### src/rtl/pipe_stage_reg.sv
// Inter-stage pipeline register: valid/ready handshake, 2-entry skid, flush.
// Define PIPE_STAGE_PERF_EN to add stall/bubble/flush performance counters.
module pipe_stage_reg #(
  parameter int CTRL_W     = 16,
  parameter int DATA_W     = 128,
  parameter int CLEAR_DATA = 1
) (
  input  logic              i_clk,
  input  logic              i_rst,
  input  logic              i_flush,
  input  logic              i_in_valid,
  output logic              o_in_ready,
  input  logic [CTRL_W-1:0] i_in_ctrl,
  input  logic [DATA_W-1:0] i_in_data,
  output logic              o_out_valid,
  input  logic              i_out_ready,
  output logic [CTRL_W-1:0] o_out_ctrl,
`ifdef PIPE_STAGE_PERF_EN
  output logic [31:0]       o_stall_cnt,
  output logic [31:0]       o_bubble_cnt,
  output logic [15:0]       o_flush_cnt,
`endif
  output logic [DATA_W-1:0] o_out_data
);

  // bit0 = main slot valid, bit1 = skid slot valid
  typedef enum logic [1:0] {
    S_EMPTY = 2'b00,
    S_ONE   = 2'b01,
    S_TWO   = 2'b11
  } state_t;

  state_t            r_state;
  state_t            w_state_nxt;
  logic [CTRL_W-1:0] r_main_ctrl;
  logic [DATA_W-1:0] r_main_data;
  logic [CTRL_W-1:0] r_skid_ctrl;
  logic [DATA_W-1:0] r_skid_data;

  logic w_accept;
  logic w_drain;
  logic w_ld_main_in;
  logic w_ld_main_skid;
  logic w_ld_skid;
  logic w_clr_main;

  assign o_out_valid = r_state[0];
  assign o_in_ready  = ~r_state[1];
  assign o_out_ctrl  = r_main_ctrl;
  assign o_out_data  = r_main_data;

  assign w_accept = i_in_valid & o_in_ready;
  assign w_drain  = o_out_valid & i_out_ready;

  always_comb begin
    w_state_nxt    = r_state;
    w_ld_main_in   = 1'b0;
    w_ld_main_skid = 1'b0;
    w_ld_skid      = 1'b0;
    w_clr_main     = 1'b0;
    unique case (r_state)
      S_EMPTY: begin
        if (w_accept) begin
          w_state_nxt  = S_ONE;
          w_ld_main_in = 1'b1;
        end
      end
      S_ONE: begin
        if (w_accept && w_drain) begin
          w_ld_main_in = 1'b1;
        end else if (w_accept) begin
          w_state_nxt = S_TWO;
          w_ld_skid   = 1'b1;
        end else if (w_drain) begin
          w_state_nxt = S_EMPTY;
          w_clr_main  = 1'b1;
        end
      end
      S_TWO: begin
        if (w_drain) begin
          w_state_nxt    = S_ONE;
          w_ld_main_skid = 1'b1;
        end
      end
      default: begin
        w_state_nxt = S_EMPTY;
        w_clr_main  = 1'b1;
      end
    endcase
  end

  always_ff @(posedge i_clk) begin
    if (i_rst || i_flush) begin
      r_state     <= S_EMPTY;
      r_main_ctrl <= '0;
      r_skid_ctrl <= '0;
      if (CLEAR_DATA != 0) begin
        r_main_data <= '0;
        r_skid_data <= '0;
      end
    end else begin
      r_state <= w_state_nxt;
      if (w_ld_main_in) begin
        r_main_ctrl <= i_in_ctrl;
        r_main_data <= i_in_data;
      end else if (w_ld_main_skid) begin
        r_main_ctrl <= r_skid_ctrl;
        r_main_data <= r_skid_data;
      end else if (w_clr_main) begin
        r_main_ctrl <= '0;
      end
      if (w_ld_skid) begin
        r_skid_ctrl <= i_in_ctrl;
        r_skid_data <= i_in_data;
      end
    end
  end

`ifdef PIPE_STAGE_PERF_EN
  // Counters ignore flush so they survive pipeline kills
  always_ff @(posedge i_clk) begin
    if (i_rst) begin
      o_stall_cnt  <= '0;
      o_bubble_cnt <= '0;
      o_flush_cnt  <= '0;
    end else begin
      if (o_out_valid && !i_out_ready) begin
        o_stall_cnt <= o_stall_cnt + 32'd1;
      end
      if (!o_out_valid) begin
        o_bubble_cnt <= o_bubble_cnt + 32'd1;
      end
      if (i_flush) begin
        o_flush_cnt <= o_flush_cnt + 16'd1;
      end
    end
  end
`endif

endmodule

### config.mk
export PLATFORM = sky130hd
export DESIGN_NAME = pipe_stage_reg
export DESIGN_NICKNAME = d
export VERILOG_FILES = /design/src/rtl/pipe_stage_reg.sv
export SDC_FILE = /design/constraint.sdc
export NUM_CORES = 1
export LEC_CHECK = 0
export BUFFER_PORTS_ARGS = -buffer_cell sky130_fd_sc_hd__buf_2
export CORE_UTILIZATION = 48
export CTS_CLUSTER_DIAMETER = 100
export DETAILED_ROUTE_END_ITERATION = 8
export PLACE_DENSITY_LB_ADDON = 0.2
export REMOVE_ABC_BUFFERS = 1
export SLEW_MARGIN = 20
export SYNTH_ARGS = -nofsm -noshare
export SYNTH_HDL_FRONTEND = slang
export SYNTH_SLANG_ARGS = --single-unit
### constraint.sdc
create_clock -name i_clk -period 1.96 [get_ports i_clk]
set_input_delay 0.196 -clock i_clk [delete_from_list [all_inputs] [get_ports i_clk]]
set_output_delay 0.196 -clock i_clk [all_outputs]
set_load 0.005 [all_outputs]
==> metrics.md, run 1 <==
| Metric | Value |
|---|---|
| Design Area, Final | `16100 µm²` |
| Fmax | `0.525 GHz` |
| Ant diodes | `0` |
| Setup crit start | `r_state[1]` |
| # port buffers | `294` |
| Avg Cell Area, Syn | `7.83 µm²` |
| Fraction of layout cells with a size suffix above 1 | `23.4%` |
| TritonCTS Buffers | `29` |
| Vias | `11752` |
| Initial antenna violation count | `0` |
| Fillers | `1765` |
| Avg WL per Cell | `15.8 µm` |
| Total power | `13.7 mW` |
| CORE AREA | `22800 µm²` |
| Type of the worst setup path | `register to register` |
| Layout Skew | `0.0115 ns` |
| RSZ-0062 raised after global routing | `true` |
| Slowest cell on crit path | `dfxtp_2` |
| Placer Congestion | `0.791` |
| I/O pin count | `295` |
| Placed Area | `13300 µm²` |
| Largest family of logic cells by synthesized area | `simple AND/OR/NAND/NOR gates` |
| CP Max Fanout | `25` |
| Vias in the first global route | `10926` |
| DR pass1 iterations | `6` |
| Layout Cells excl Fill | `2184` |
| Worst R2R Start | `r_state[1]` |
| Commonest cells after routing, fill and taps aside | `547 x nand2_1, 294 x buf_2, 288 x dfxtp_1` |
| Slowest stage delay, CP | `0.35 ns` |
| Final WL | `34600 µm` |
| Dpl hpwl | `19300 µm` |
| Root Driver | `clkbuf_16` |
| Commonest non-fill, non-tap cell in the layout | `nand2_1` |
| Critical Path Sink Type | `register` |
| H-tree depth | `1` |
| Synth Area in Compound Gates | `18.3%` |
| Termination of the worst setup path | `o_out_data[36]` |
| Cell count after placement | `1970` |
| Yosys warnings | `0` |
| Clock buffer depth | `3` |
| Initial core utilization | `49.4%` |
| First-pass GRT wire length | `52500 µm` |
| Final Setup Violations | `0` |
| DR iter-0 viols | `848` |
| Seq. cell area | `5810 µm²` |
| # Max-Cap Violations | `0` |
| Hold Path Class | `input port to register` |
| Cells on worst reg2reg path | `8` |
| Synthesis-to-finish area growth | `42.4%` |
| Worst slew pin tran | `0.532 ns` |
| Setup WS pre-CTS | `-0.0170 ns` |
| Netlist cell types | `31` |
| Post-synthesis adder-cell area fraction | `0.443%` |
| Die W | `155 µm` |
| Sequential fraction of the synthesis area | `51.4%` |
| Clock transition at the registers of the reported paths | `0.06 ns` |
| Final Max Slew Viols | `0` |
| Leakage | `6.24 nW` |
| Hold slack | `0.142 ns` |
| # rows | `55` |
| Die Area | `24100 µm²` |
| Xor and xnor area share after synthesis | `0%` |
| Req. time, crit path | `2.39 ns` |
| PD cells | `854 nW/µm²` |
| CTS Sinks | `290` |
| Tmin final | `1.90 ns` |
| Via/cell ratio | `5.38` |
| Multi-input logic area | `5060 µm²` |
| CTS tree | `built` |
| Die Y | `155 µm` |
| Overflow after GRT | `0` |
| GRT Total Usage | `26.0%` |
| Synthesized area | `11300 µm²` |
| Worst rel slew slack | `64.5%` |
| Max IR drop VDD | `0.000658 V` |
| Final Hold Fails | `0` |
| Later-pin clock latency in the skew report | `0.54 ns` |
| Antenna Nets Post-Route | `0` |
| Synth Instances | `1442` |
| Status | `finished clean` |
| #FFs+latches synth | `290` |
| Worst setup SP type | `register` |
| Final WS setup | `0.0562 ns` |
| Post-route clock period utilization | `97.1%` |
| Pin count of the biggest net entering global routing | `89` |
| Multiplexer share of the synthesized area | `0%` |
| Nets@finish | `2002` |
| RR Endpoint | `o_out_data[36]` |
| WP data arrival | `2.33 ns` |
| DRC | `0` |
| Cell chain of the critical path | `inv_1, ha_2, and3_4, o21ai_4, buf_12, buf_16, nor2_1, a311oi_2` |
| R2R Setup Slk | `0.06 ns` |
| Worst hold stages | `3` |
| Fraction of the mapped netlist area in simple logic gates | `25.0%` |
## cells in the mapped netlist (all sizes together)
master    n  area [µm²]
a311oi  128        1120
and2b     1        7.51
nor3     16        80.1
and3      2        22.5
a21oi   148         748
nand3     2        10.0
inv       2        7.51
clkbuf   69         259
a221oi   17         149
dfxtp   290        5810
a21o      1        7.51
nor2    146         573
nand2   547        2050
nor2b     1        6.26
nand2b    1        6.26
or4       1        7.51
nand3b    1        7.51
a211oi    1        7.51
or2       2        12.5
ha        4        50.1
buf      55         283
o21a      1        7.51
nor4      1        21.3
and3b     1        8.76
o21ai     3        18.8
a22oi     1        7.51
## repair_timing
| action | CTS | global route |
|---|---|---|
| cloned | 0 | 7 |
| endpoints found under the hold margin | 271 | 0 |
| setup buffers | 0 | 10 |
| gates resized for setup | 1 | 25 |
| hold buffers | 144 | 0 |
| setup endpoints to repair | 26 | 213 |
| pin swaps | 0 | 3 |
## worst min path at each step
stage / from / slack, ns / end
floorplan: i_in_ctrl[0] / 0.33 / r_skid_ctrl[0]
finish: i_in_valid / 0.14 / r_state[1]
CTS: i_in_valid / 0.12 / r_state[1]
global placement: r_skid_data[14] / 0.44 / r_skid_data[14]
global route: i_in_valid / 0.18 / r_state[1]
detailed placement: r_skid_data[26] / 0.45 / r_skid_data[26]
## power breakdown
group          internal, mW  switching, mW  leakage, nW
logic                 0.932           1.02         3.41
clock network          3.25           2.29        0.473
registers              6.11          0.125         2.35
total                  10.3           3.43         6.24
## flip-flops by register name (all words and copies together) (netlist names)
register     flops
o_out_ctrl      16
o_out_data     128
r_skid_ctrl     16
r_skid_data    128
r_state          2
## per-layer routing
metal  vias to the layer above  share of wire (%)  track usage (%)
met5                         -                  0                0
met4                         0                3.4             10.5
met3                        88                6.9             4.93
met2                       473                 48             42.8
met1                      5495                 42             33.7
li1                       5696                  -                -
## final cells by class
class	instances	share of cell area, %
flip-flops and latches	290	36.1
multi-input cells	1026	31.5
repair buffers	500	24.0
clock buffers	44	5.30
well taps	313	2.44
clock inverters	9	0.615
inverters	2	0.0467
## stage by stage
stage,TNS [ns],utilization [%]
2_1_floorplan,-920.01,-
3_3_place_gp,0,58.2
3_5_place_dp,-0.0483,58.2
4_1_cts,0,68.6
5_1_grt,-0.0882,70.4
6_report,0,70.4
## kinds of logic after synthesis
group           after synthesis
compound gates              300
fa+ha+maj                     4
buf+inv                     126
flops                       290
simple gates                722
## worst max-delay path: cells and delay by family, from the launching register on
| family | cells | cell delay, ns |
|---|---|---|
| buf+inv | 3 | 0.44 |
| flops | 1 | 0.35 |
| fa+ha+maj | 1 | 0.19 |
| simple gates | 2 | 0.28 |
| compound gates | 2 | 0.53 |
Note: power is estimated with default switching activity, not from simulation.
==> run 2, diff against run 1 <==
--- a/config.mk
+++ b/config.mk
@@ -9,8 +9,8 @@
 export CORE_UTILIZATION = 48
 export CTS_CLUSTER_DIAMETER = 100
 export DETAILED_ROUTE_END_ITERATION = 8
+export GPL_TIMING_DRIVEN = 0
 export PLACE_DENSITY_LB_ADDON = 0.2
-export REMOVE_ABC_BUFFERS = 1
 export SLEW_MARGIN = 20
 export SYNTH_ARGS = -nofsm -noshare
 export SYNTH_HDL_FRONTEND = slang
==> metrics.md, run 2 (synthesis gave the netlist of run 1 again) <==
| Metric | Value |
|---|---|
| Status | `complete, but fails checks` |
| Violated checks | `setup timing` |
| CP delay by family, top | `compound AO/OA/AOI/OAI gates` |
| CTS tree | `built` |
| Root Driver | `clkbuf_16` |
| First-pass GRT wire length | `57500 µm (+9.5%)` |
| Tmin final | `1.98 ns (+0.0720 ns)` |
| Worst setup SP type | `register` |
| Cell chain of the critical path | `buf_4, ha_4, and3_4, o21a_1, buf_4, a221oi_1, nor3_1` |
| # Max-Cap Violations | `0 (unchanged)` |
| Final Max Slew Viols | `0 (unchanged)` |
| Vias | `12073 (+2.7%)` |
| Final Hold Fails | `0 (unchanged)` |
| CTS Sinks | `290 (unchanged)` |
| Max IR drop VDD | `0.000592 V (-10%)` |
| Clock transition at the registers of the reported paths | `0.05 ns (about the same)` |
| Worst rel slew slack | `41.7% (-23 points)` |
| Avg WL per Cell | `16.6 µm (+4.6%)` |
| DR iter-0 viols | `770 (-9.2%)` |
| Leakage | `6.30 nW (+1.0%)` |
| Vias in the first global route | `11510 (+5.3%)` |
| Final WS setup | `-0.0158 ns (-0.0720 ns)` |
| WP data arrival | `2.38 ns (+0.05 ns)` |
| TritonCTS Buffers | `31 (+6.9%)` |
| Critical Path Sink Type | `register` |
| Initial core utilization | `49.4% (unchanged)` |
| Final WL | `37500 µm (+8.3%)` |
| Synthesis-to-finish area growth | `42.4% (unchanged)` |
| Die Area | `24100 µm² (unchanged)` |
| Slowest stage delay, CP | `0.37 ns (+0.02 ns)` |
| Hold Path Class | `input port to register` |
| Type of the worst setup path | `register to register` |
| I/O pin count | `295 (unchanged)` |
| Die Y | `155 µm (unchanged)` |
| Nets@finish | `2078 (+3.8%)` |
| Pin count of the biggest net entering global routing | `16 (-82%)` |
| Commonest non-fill, non-tap cell in the layout | `nand2_1` |
| Total power | `14.1 mW (+2.8%)` |
| Initial antenna violation count | `0 (unchanged)` |
| Final Setup Violations | `1 (+1)` |
| # port buffers | `294 (unchanged)` |
| Commonest cells after routing, fill and taps aside | `547 x nand2_1, 319 x buf_2, 288 x dfxtp_1` |
| Worst path buffer plus inverter count | `2 (-1)` |
| Fmax | `0.506 GHz (-3.6%)` |
| Setup TNS | `-0.0158 ns (-0.0158 ns)` |
| Most Frequent Cell on Critical Path | `buf_4` |
| # rows | `55 (unchanged)` |
| Layout Skew | `0.0203 ns (+0.00874 ns)` |
| Clock buffer depth | `3 (unchanged)` |
| Fraction of layout cells with a size suffix above 1 | `24.6% (+1.2 points)` |
| Post-route clock period utilization | `101% (+3.7 points)` |
| RSZ-0062 raised after global routing | `true` |
| Fillers | `1851 (+4.9%)` |
| CORE AREA | `22800 µm² (unchanged)` |
| Net count after synthesis | `1595` |
| PD cells | `878 nW/µm² (+2.8%)` |
| Slowest cell on crit path | `a221oi_1` |
| Placer Congestion | `0.853 (+7.8%)` |
| Overflow after GRT | `0 (unchanged)` |
| Req. time, crit path | `2.37 ns (-0.02 ns)` |
| Hold slack | `0.0900 ns (-0.0520 ns)` |
| DRC | `0 (unchanged)` |
| Die W | `155 µm (unchanged)` |
| GRT Total Usage | `29.3% (+3.3 points)` |
| Later-pin clock latency in the skew report | `0.56 ns (+0.02 ns)` |
| Antenna Nets Post-Route | `0 (unchanged)` |
| CP Max Fanout | `10 (-60%)` |
| Dpl hpwl | `23800 µm (+24%)` |
| DR pass1 iterations | `5 (-1)` |
| H-tree depth | `1 (unchanged)` |
| Via/cell ratio | `5.34 (-0.81%)` |
| Worst slew pin tran | `0.875 ns (+0.343 ns)` |
-- run 2: timing repair --
| action | in CTS | in global routing |
|---|---|---|
| hold buffers | 144 | 0 |
| setup endpoints to repair | 276 | 199 |
| hold endpoints to repair | 276 | 0 |
| resized for setup | 59 | 75 |
| pin swaps | 4 | 6 |
| setup buffers | 11 | 1 |
| cloned | 0 | 1 |
-- run 2: per-stage QoR --
stage               cell area [µm²]  setup slack [ns]  util (%)  std cells
floorplan                     11300            0.0306         -       1442
global placement              13200            -0.540      57.6       2049
detailed placement            13200            -0.627      57.6       2049
CTS                           15900            0.0115      69.5       2260
global route                  16100           -0.0749      70.4       2261
finish                        16100           -0.0158      70.4       2262
-- run 2: layout make-up --
class,count,area [µm²],area share (%)
Sequential cell,290,5810,36.1
Multi-Input combinational cell,1026,5090,31.6
Timing Repair Buffer,451,3040,18.9
Clock buffer,42,847,5.27
Buffer,123,714,4.44
Tap cell,313,392,2.44
Clock inverter,14,179,1.11
Inverter,2,7.51,0.0467
Antenna cell,1,2.50,0.0156
-- run 2: final timing paths --
kind | slack (ns) | cells past startpoint | from | end
hold reg to reg | 0.45 | 2 | r_skid_data[52] | r_skid_data[52]
setup reg to reg | -0.02 | 7 | r_state[0] | o_out_ctrl[13]
setup / recovery | -0.02 | 7 | r_state[0] | o_out_ctrl[13]
hold / removal | 0.09 | 3 | i_in_valid | r_state[1]
-- run 2: layer usage --
metal	global-route usage, %	share of wire [%]	vias to the layer above
met5	0	0	-
met4	12.9	3.6	0
met3	5.18	6.6	96
met2	48.9	47	471
met1	37.2	42	5654
li1	-	-	5852
-- run 2: tightest hold or removal path, cell delays in order --
cell and delay, ns:
buf_2 0.13, o21ai_0 0.17, a221oi_1 0.08
-- run 2: where the power goes --
| group | internal [mW] | total, mW | switching, mW |
|---|---|---|---|
| clock | 3.54 | 5.91 | 2.37 |
| sequential | 6.11 | 6.23 | 0.119 |
| combinational | 0.887 | 1.97 | 1.08 |
